File: config.mk
export PLATFORM = sky130hd
export DESIGN_NAME = square_reconstruct_iterative
export DESIGN_NICKNAME = d
export VERILOG_FILES = /design/src/rtl/square_reconstruct_iterative.sv
export SDC_FILE = /design/constraint.sdc
export NUM_CORES = 1
export LEC_CHECK = 0
export CORE_UTILIZATION = 40
export DETAILED_ROUTE_END_ITERATION = 6
export GPL_ROUTABILITY_DRIVEN = 0
export SLEW_MARGIN = 20
export SYNTH_ARGS = -nofsm -noshare
export SYNTH_HDL_FRONTEND = slang
export SYNTH_SLANG_ARGS = --single-unit
export TNS_END_PERCENT = 20
File: constraint.sdc
create_clock -name clk_i -period 5.7 [get_ports clk_i]
set_clock_uncertainty 0.15 [all_clocks]
set_input_delay 1.14 -clock clk_i [delete_from_list [all_inputs] [get_ports clk_i]]
set_output_delay 1.14 -clock clk_i [all_outputs]
set_load 0.005 [all_outputs]
File: src/rtl/square_reconstruct_iterative.sv
// square_reconstruct_iterative
//
// Iterative unsigned squarer that rebuilds a radicand from a square-root
// result pair: radicand = root^2 + remainder. The root is consumed one bit
// per cycle, MSB first, with a shift-add accumulator. A single add cycle then
// folds in the remainder. The unit also flags pairs that a square-root unit
// could never have produced (remainder > 2*root).
//
// Ports:
//   clk_i          clock, rising edge
//   rst_i          synchronous active-high reset (overrides clk_en_i)
//   clk_en_i       clock enable; when low every register holds
//   valid_entry_i  input pair valid (sampled only in IDLE)
//   root_i         root operand, DATA_WIDTH/2 bits
//   remainder_i    remainder operand, DATA_WIDTH/2+1 bits
//   ready_o        high while IDLE
//   radicand_o     low DATA_WIDTH bits of root^2 + remainder (registered)
//   overflow_o     root^2 + remainder >= 2^DATA_WIDTH (registered)
//   invalid_o      remainder > 2*root, updated at accept (registered)
//   data_valid_o   result strobe, high in DONE
//
// DATA_WIDTH must be even and >= 4.

module square_reconstruct_iterative #(
  parameter int DATA_WIDTH = 32
) (
  input  logic                    clk_i,
  input  logic                    rst_i,
  input  logic                    clk_en_i,
  input  logic                    valid_entry_i,
  input  logic [DATA_WIDTH/2-1:0] root_i,
  input  logic [DATA_WIDTH/2:0]   remainder_i,
  output logic                    ready_o,
  output logic [DATA_WIDTH-1:0]   radicand_o,
  output logic                    overflow_o,
  output logic                    invalid_o,
  output logic                    data_valid_o
);

  localparam int ROOT_W     = DATA_WIDTH / 2;
  localparam int ITERATIONS = ROOT_W;
  localparam int CNT_W      = (ITERATIONS > 1) ? $clog2(ITERATIONS) : 1;
  localparam logic [CNT_W-1:0] CNT_LAST = CNT_W'(ITERATIONS - 1);

  typedef enum logic [1:0] {
    IDLE   = 2'd0,
    SQUARE = 2'd1,
    ADD    = 2'd2,
    DONE   = 2'd3
  } state_t;

  state_t                 state_reg,     state_next;
  logic [CNT_W-1:0]       counter_reg,   counter_next;
  logic [ROOT_W-1:0]      root_reg,      root_next;
  logic [ROOT_W:0]        remainder_reg, remainder_next;
  logic [DATA_WIDTH-1:0]  acc_reg,       acc_next;
  logic [DATA_WIDTH-1:0]  radicand_reg,  radicand_next;
  logic                   overflow_reg,  overflow_next;
  logic                   invalid_reg,   invalid_next;

  // Partial product for the current root bit: root gated by root[counter].
  logic                   root_bit;
  logic [ROOT_W-1:0]      partial;
  logic [DATA_WIDTH-1:0]  addend;
  logic [DATA_WIDTH:0]    sum;

  assign root_bit = root_reg[counter_reg];

  genvar gi;
  generate
    for (gi = 0; gi < ROOT_W; gi++) begin : g_partial
      assign partial[gi] = root_reg[gi] & root_bit;
    end
  endgenerate

  assign addend = {{(DATA_WIDTH - ROOT_W){1'b0}}, partial};

  // One extra bit so the remainder add can report overflow.
  assign sum = {1'b0, acc_reg} + {{(DATA_WIDTH - ROOT_W){1'b0}}, remainder_reg};

  // State and datapath registers. clk_en_i low freezes everything.
  always_ff @(posedge clk_i) begin
    if (rst_i) begin
      state_reg     <= IDLE;
      counter_reg   <= CNT_LAST;
      root_reg      <= '0;
      remainder_reg <= '0;
      acc_reg       <= '0;
      radicand_reg  <= '0;
      overflow_reg  <= 1'b0;
      invalid_reg   <= 1'b0;
    end else if (clk_en_i) begin
      state_reg     <= state_next;
      counter_reg   <= counter_next;
      root_reg      <= root_next;
      remainder_reg <= remainder_next;
      acc_reg       <= acc_next;
      radicand_reg  <= radicand_next;
      overflow_reg  <= overflow_next;
      invalid_reg   <= invalid_next;
    end
  end

  // Next-state and output logic.
  always_comb begin
    state_next     = state_reg;
    counter_next   = counter_reg;
    root_next      = root_reg;
    remainder_next = remainder_reg;
    acc_next       = acc_reg;
    radicand_next  = radicand_reg;
    overflow_next  = overflow_reg;
    invalid_next   = invalid_reg;
    ready_o        = 1'b0;
    data_valid_o   = 1'b0;

    case (state_reg)
      IDLE: begin
        ready_o = 1'b1;
        if (valid_entry_i) begin
          state_next     = SQUARE;
          root_next      = root_i;
          remainder_next = remainder_i;
          acc_next       = '0;
          counter_next   = CNT_LAST;
          // A canonical pair satisfies remainder <= 2*root.
          invalid_next   = (remainder_i > {root_i, 1'b0});
        end
      end

      SQUARE: begin
        // MSB-first shift-add; root^2 always fits in DATA_WIDTH bits.
        acc_next = {acc_reg[DATA_WIDTH-2:0], 1'b0} + addend;
        if (counter_reg == '0) begin
          counter_next = CNT_LAST;
          state_next   = ADD;
        end else begin
          counter_next = counter_reg - 1'b1;
        end
      end

      ADD: begin
        radicand_next = sum[DATA_WIDTH-1:0];
        overflow_next = sum[DATA_WIDTH];
        state_next    = DONE;
      end

      DONE: begin
        data_valid_o = 1'b1;
        state_next   = IDLE;
      end

      default: begin
        state_next = IDLE;
      end
    endcase
  end

  assign radicand_o = radicand_reg;
  assign overflow_o = overflow_reg;
  assign invalid_o  = invalid_reg;

endmodule

# Word-level counts from Yosys, hierarchy flattened
# Index checks and enable logic that the tools add are counted.
# W data, S select, Z words.
[totals]
reg_bits = 105
latchBits = 0
ram_bits = 0
romBits = 0
input_bits = 37
wordCells = 53
mem_count = 0
[op_classes]
addsub = 3
mul = 0
div = 0
n_lt_le_gt_ge = 2
eq_ne = 5
shifts = 0
mux = 12
bitwise_logic = 16
reduce_logical = 7
[op_table]
columns = ["op", "n"]
rows = [
  ["$pmux W32 S2", 1],
  ["$add A32 B17 Y33", 1],
  ["$add A32 B16 Y32", 1],
  ["$mux W32", 1],
  ["$gt A17 B17 Y1", 1],
  ["$and A1 B1 Y1", 16],
  ["$reduce_and A3 Y1", 3],
  ["$mux W4", 2],
  ["$pmux W2 S4", 1],
  ["$pmux W4 S2", 1],
  ["$lt A4 B5 Y1 const B", 1],
  ["$bmux W1 S4", 1],
  ["$eq A2 B2 Y1 const B", 2],
  ["$logic_not A4 Y1", 1],
  ["$mux W2", 2],
  ["$ne A2 B2 Y1 const B", 2],
  ["$sub A4 B1 Y4 const B", 1],
  ["$mux W1", 3],
  ["$eq A2 B1 Y1 const B", 1],
  ["$logic_not A2 Y1", 1],
  ["$reduce_and A2 Y1", 1],
  ["$reduce_bool A2 Y1", 1],
]

# Longest topological paths before layout
[logic_depth]
ltp_word = 5
ltp_mapped = 14
depth_no_buf = 12

# Least setup slack after synthesis
# Ideal clock, no wire load.
[synth_path]
kind = "register to register"
from = "register counter_reg[0]"
to = "register acc_reg[13]"
setup_time_ps = 128
arrival_time_ps = 3761
required_ps = 5422
slack_ps = 1661
path_stages_with_launch = 15
cell_sequence = "dfxtp_1 > buf_2 > mux4_2 > mux4_2 > clkbuf_1 > and2_1 > ha_1 > fa_1 > a211oi_1 > nor3_1 > or3_1 > o21a_1 > nor3_1 > xor2_1 > o21ai_0"
[synth_via]
elab_chain_len = 5
elab_cells_between_ends = 18
classes_between = "add/sub (1); mux (3); bitwise (14)"
[synth_rtl]
columns = ["element", "line_no", "text"]
rows = [
  ["start: declaration", "53", "logic [CNT_W-1:0] counter_reg, counter_next;"],
  ["start signal: assignment", "94", "counter_reg <= counter_next;"],
  ["$bmux W1 S4 *", "67", "assign root_bit = root_reg[counter_reg];"],
  ["$mux W1 (not written as such) *", "67", ""],
  ["$and A1 B1 Y1", "72", "assign partial[gi] = root_reg[gi] & root_bit;"],
  ["$add A32 B16 Y32 *", "133", "acc_next = {acc_reg[DATA_WIDTH-2:0], 1'b0} + addend;"],
  ["$pmux W32 S2 *", "117", "case (state_reg)"],
  ["end signal: assignment", "97", "acc_reg <= acc_next;"],
  ["end: declaration", "56", "logic [DATA_WIDTH-1:0] acc_reg, acc_next;"],
]
# Mark *: on every way between the ends. The rest lies on a longest branch, timed or not. The select of a mux whose other input is x is not followed.
# A chain may end at the register's enable or synchronous reset.

# Worst setup path after layout
[layout_path]
from = "register counter_reg[0]"
to = "register acc_reg[29]"
# Same word-level chain as after synthesis.

==> impl_metrics.csv <==
group,metric,value,unit
placed_design,portBuffers,72,
worst_setup_path,path_max_fanout,16,
worst_setup_path,cp-end-kind,"flip-flop",
synthesis,synth_edf_count,0,
grt,grt_pass1_wl,25700,um
worst_setup_path,cp.arrival,4.43,ns
synthesis,synthArstFlopShare,0,%
clock_tree,h-tree-depth,3,
synthesis,synth_area_per_cell,7.88,sq um
die,num_io_pins,73,
synthesis,synthMostInstantiatedCell,"nand2_1",
clock_tree,clkSinkCount,105,
synthesis,synth_top_area_share,32.6,%
clock_tree,cts_tree,"built",
pwr,leakage,2.97,nW
layout,nNetsFinal,954,
worst_setup_path,reg2reg_to,"acc_reg[29]",
min_path,hold_path.class,"reg2reg",
synthesis,ys_seq_elements,105,
die,die_h,129,um
worst_setup_path,cp_data_required_time,5.78,ns
sta,hold_viol,0,
worst_setup_path,startpoint,"counter_reg[0]",
sta,slew_violations,0,
clock_tree,insertion_delay,0.37,ns
synthesis,ys.flop_type,"dfxtp_1",
sta,period_minus_slack,4.35,ns
grt,grt_max_degree,79,
clock_tree,clk_path_buf_depth,2,
sta,period_share,76.3,%
synthesis,yosysUniqueCellTypes,60,
die,die_w,129,um
layout,area_growth_syn_to_layout,17.9,%
detailed_routing,post_drt_wl_per_cell,14.4,um
detailed_routing,num_vias,5611,
placed_design,placed_cells,1066,
synthesis,syn_area,6440,sq um
sta,fin_setup_tns,0,ns
sta,rsz0062_at_grt,"false",
detailed_routing,first_pass_iters,5,
grt,antenna_found_initial,0,
worst_setup_path,criticalPathCategory,"reg2reg",
placed_design,post-dp-hpwl,11600,um
layout,diodes,0,
detailed_routing,wirelength,15500,um
sta,max_slew_margin,41.5,%
layout,drive_above_1_share,4.85,%
worst_setup_path,start_kind,"flip-flop",
clock_tree,cts_setup_buffers,0,
clock_tree,path_clk_slew,0.07,ns
min_path,worstHoldStart,"radicand_o[9]",
detailed_routing,drtIter0Drc,353,
die,coreArea,15800,sq um
detailed_routing,antenna_left,0,
synthesis,synth_cells,817,
pwr,powerDensity,206,nW/um^2
worst_setup_path,reg2reg_slack,1.35,ns
synthesis,ys_top_cells_by_count,"141 x nand2_1, 105 x dfxtp_1, 91 x a21oi_1, 54 x ha_1, 54 x o21ai_0",
synthesis,yosys.area.top_type,"dfxtp_1",
worst_setup_path,timing.rr.start,"counter_reg[0]",
sta,worstMarginPinSlew,0.878,ns
layout,fin_cells,1082,
pwr,ir_drop,0.144,mV
die,dieArea,16600,sq um
grt,grt_overflow,0,
synthesis,synth.area.top_cells,"dfxtp_1 33%, ha_1 10%, nand2_1 8.2%",
sta,setup-violations-final,0,
sta,max_freq,230,MHz
detailed_routing,via_per_inst,5.19,
clock_tree,cts-root-buf,"clkbuf_16",
detailed_routing,drc,0,
clock_tree,cts_buffers,9,
synthesis,syn-num-nets,910,
clock_tree,cts-hold-fix-buffers,0,
layout,fill_cells,1652,
clock_tree,ctsResizeCount,0,
synthesis,ys_seq_area_share,32.6,%
run,drv_cap,0,
run_status,status,"completed",
grt,grt_pass1_vias,4996,
die,initial_utilization,40.7,%
worst_setup_path,ff2ff_path_depth,12,
synthesis,yosys_warnings,0,
worst_setup_path,endpoint,"acc_reg[29]",
grt,grt_use_total,19.8,%
die,num_rows,46,
## through the flow
stage	total power, mW	hold slack, ns	utilization [%]	worst slack [ns]	instance area (sq um)
3_3_place_gp	0.965	0.289	46.0	1.42	7280
2_1_floorplan	0.892	0.291	-	1.66	6440
5_1_grt	1.63	0.331	48.0	0.954	7590
4_1_cts	1.58	0.304	47.9	1.32	7590
3_5_place_dp	0.967	0.294	46.1	1.35	7300
6_report	1.56	0.303	48.0	1.35	7590
## power breakdown
part | leakage [nW] | switching (mW) | internal (mW)
Combinational | 1.98 | 0.0966 | 0.0804
Clock | 0.139 | 0.300 | 0.314
Sequential | 0.850 | 0.0188 | 0.753
Total | 2.97 | 0.416 | 1.15
## cell type report
type	instances	area (sq um)	area share [%]
multi-input combinational	638	4060	53.4
tap	216	270	3.56
sequential	105	2100	27.7
clock buffer	10	239	3.15
clock inverter	6	51.3	0.676
inverter	30	113	1.48
timing repair buffer	77	761	10.0
## kinds of logic (layout without fill, tap and decap cells)
family,after synthesis,in the layout,synth area share (%)
adders and majority gates,56,56,11.1
xor gates and xnor gates,44,44,5.98
and+or+nand+nor,305,305,22.1
buffers and inverters,74,123,4.47
AOI/OAI and AO/OA,227,227,21.8
DFF,105,105,32.6
muxes,6,6,1.90
## cells in the final DEF (no fill, tap or decap), drive strengths merged, types with 6 or more instances in the layout
master,instances
clkdlybuf4s50,71
nand3,34
o21a,12
nand2,142
and2,20
clkbuf,10
o21ai,55
nor2b,6
dfxtp,105
inv,32
and3,10
ha,54
a21o,14
or3,8
nor3,14
o21bai,10
nor2,43
xnor2,15
nand4,17
a211oi,15
a21oi,93
buf,6
xor2,29
## routing by layer
metal  global-route usage (%)  up-vias  part of all wire (%)
met1                     29.0     2532                    53
met5                        0        -                     0
met4                     5.81        0                   1.1
li1                         -     2960                     -
met3                     4.03       12                   3.8
met2                     29.1      107                    42
## worst min-delay path by stage
stage / slack (ns) / end / cells after the start
6_report: 0.30 / radicand_o[9] / 2
5_1_grt: 0.33 / radicand_o[0] / 2
4_1_cts: 0.30 / radicand_o[11] / 2
3_5_place_dp: 0.29 / radicand_o[11] / 2
3_3_place_gp: 0.29 / radicand_o[10] / 2
2_1_floorplan: 0.29 / remainder_reg[0] / 2
## critical path, cell delays in order, from the launching register on
cell,delay [ns]
dfxtp_1,0.54
mux4_2,0.55
mux4_2,0.61
and2_1,0.21
ha_1,0.20
fa_1,0.42
a211oi_1,0.32
nor3_1,0.12
o41ai_2,0.49
o21ai_2,0.22
nand3_1,0.15
xor2_1,0.16
o21ai_0,0.08
(Power assumes the default switching activity.)
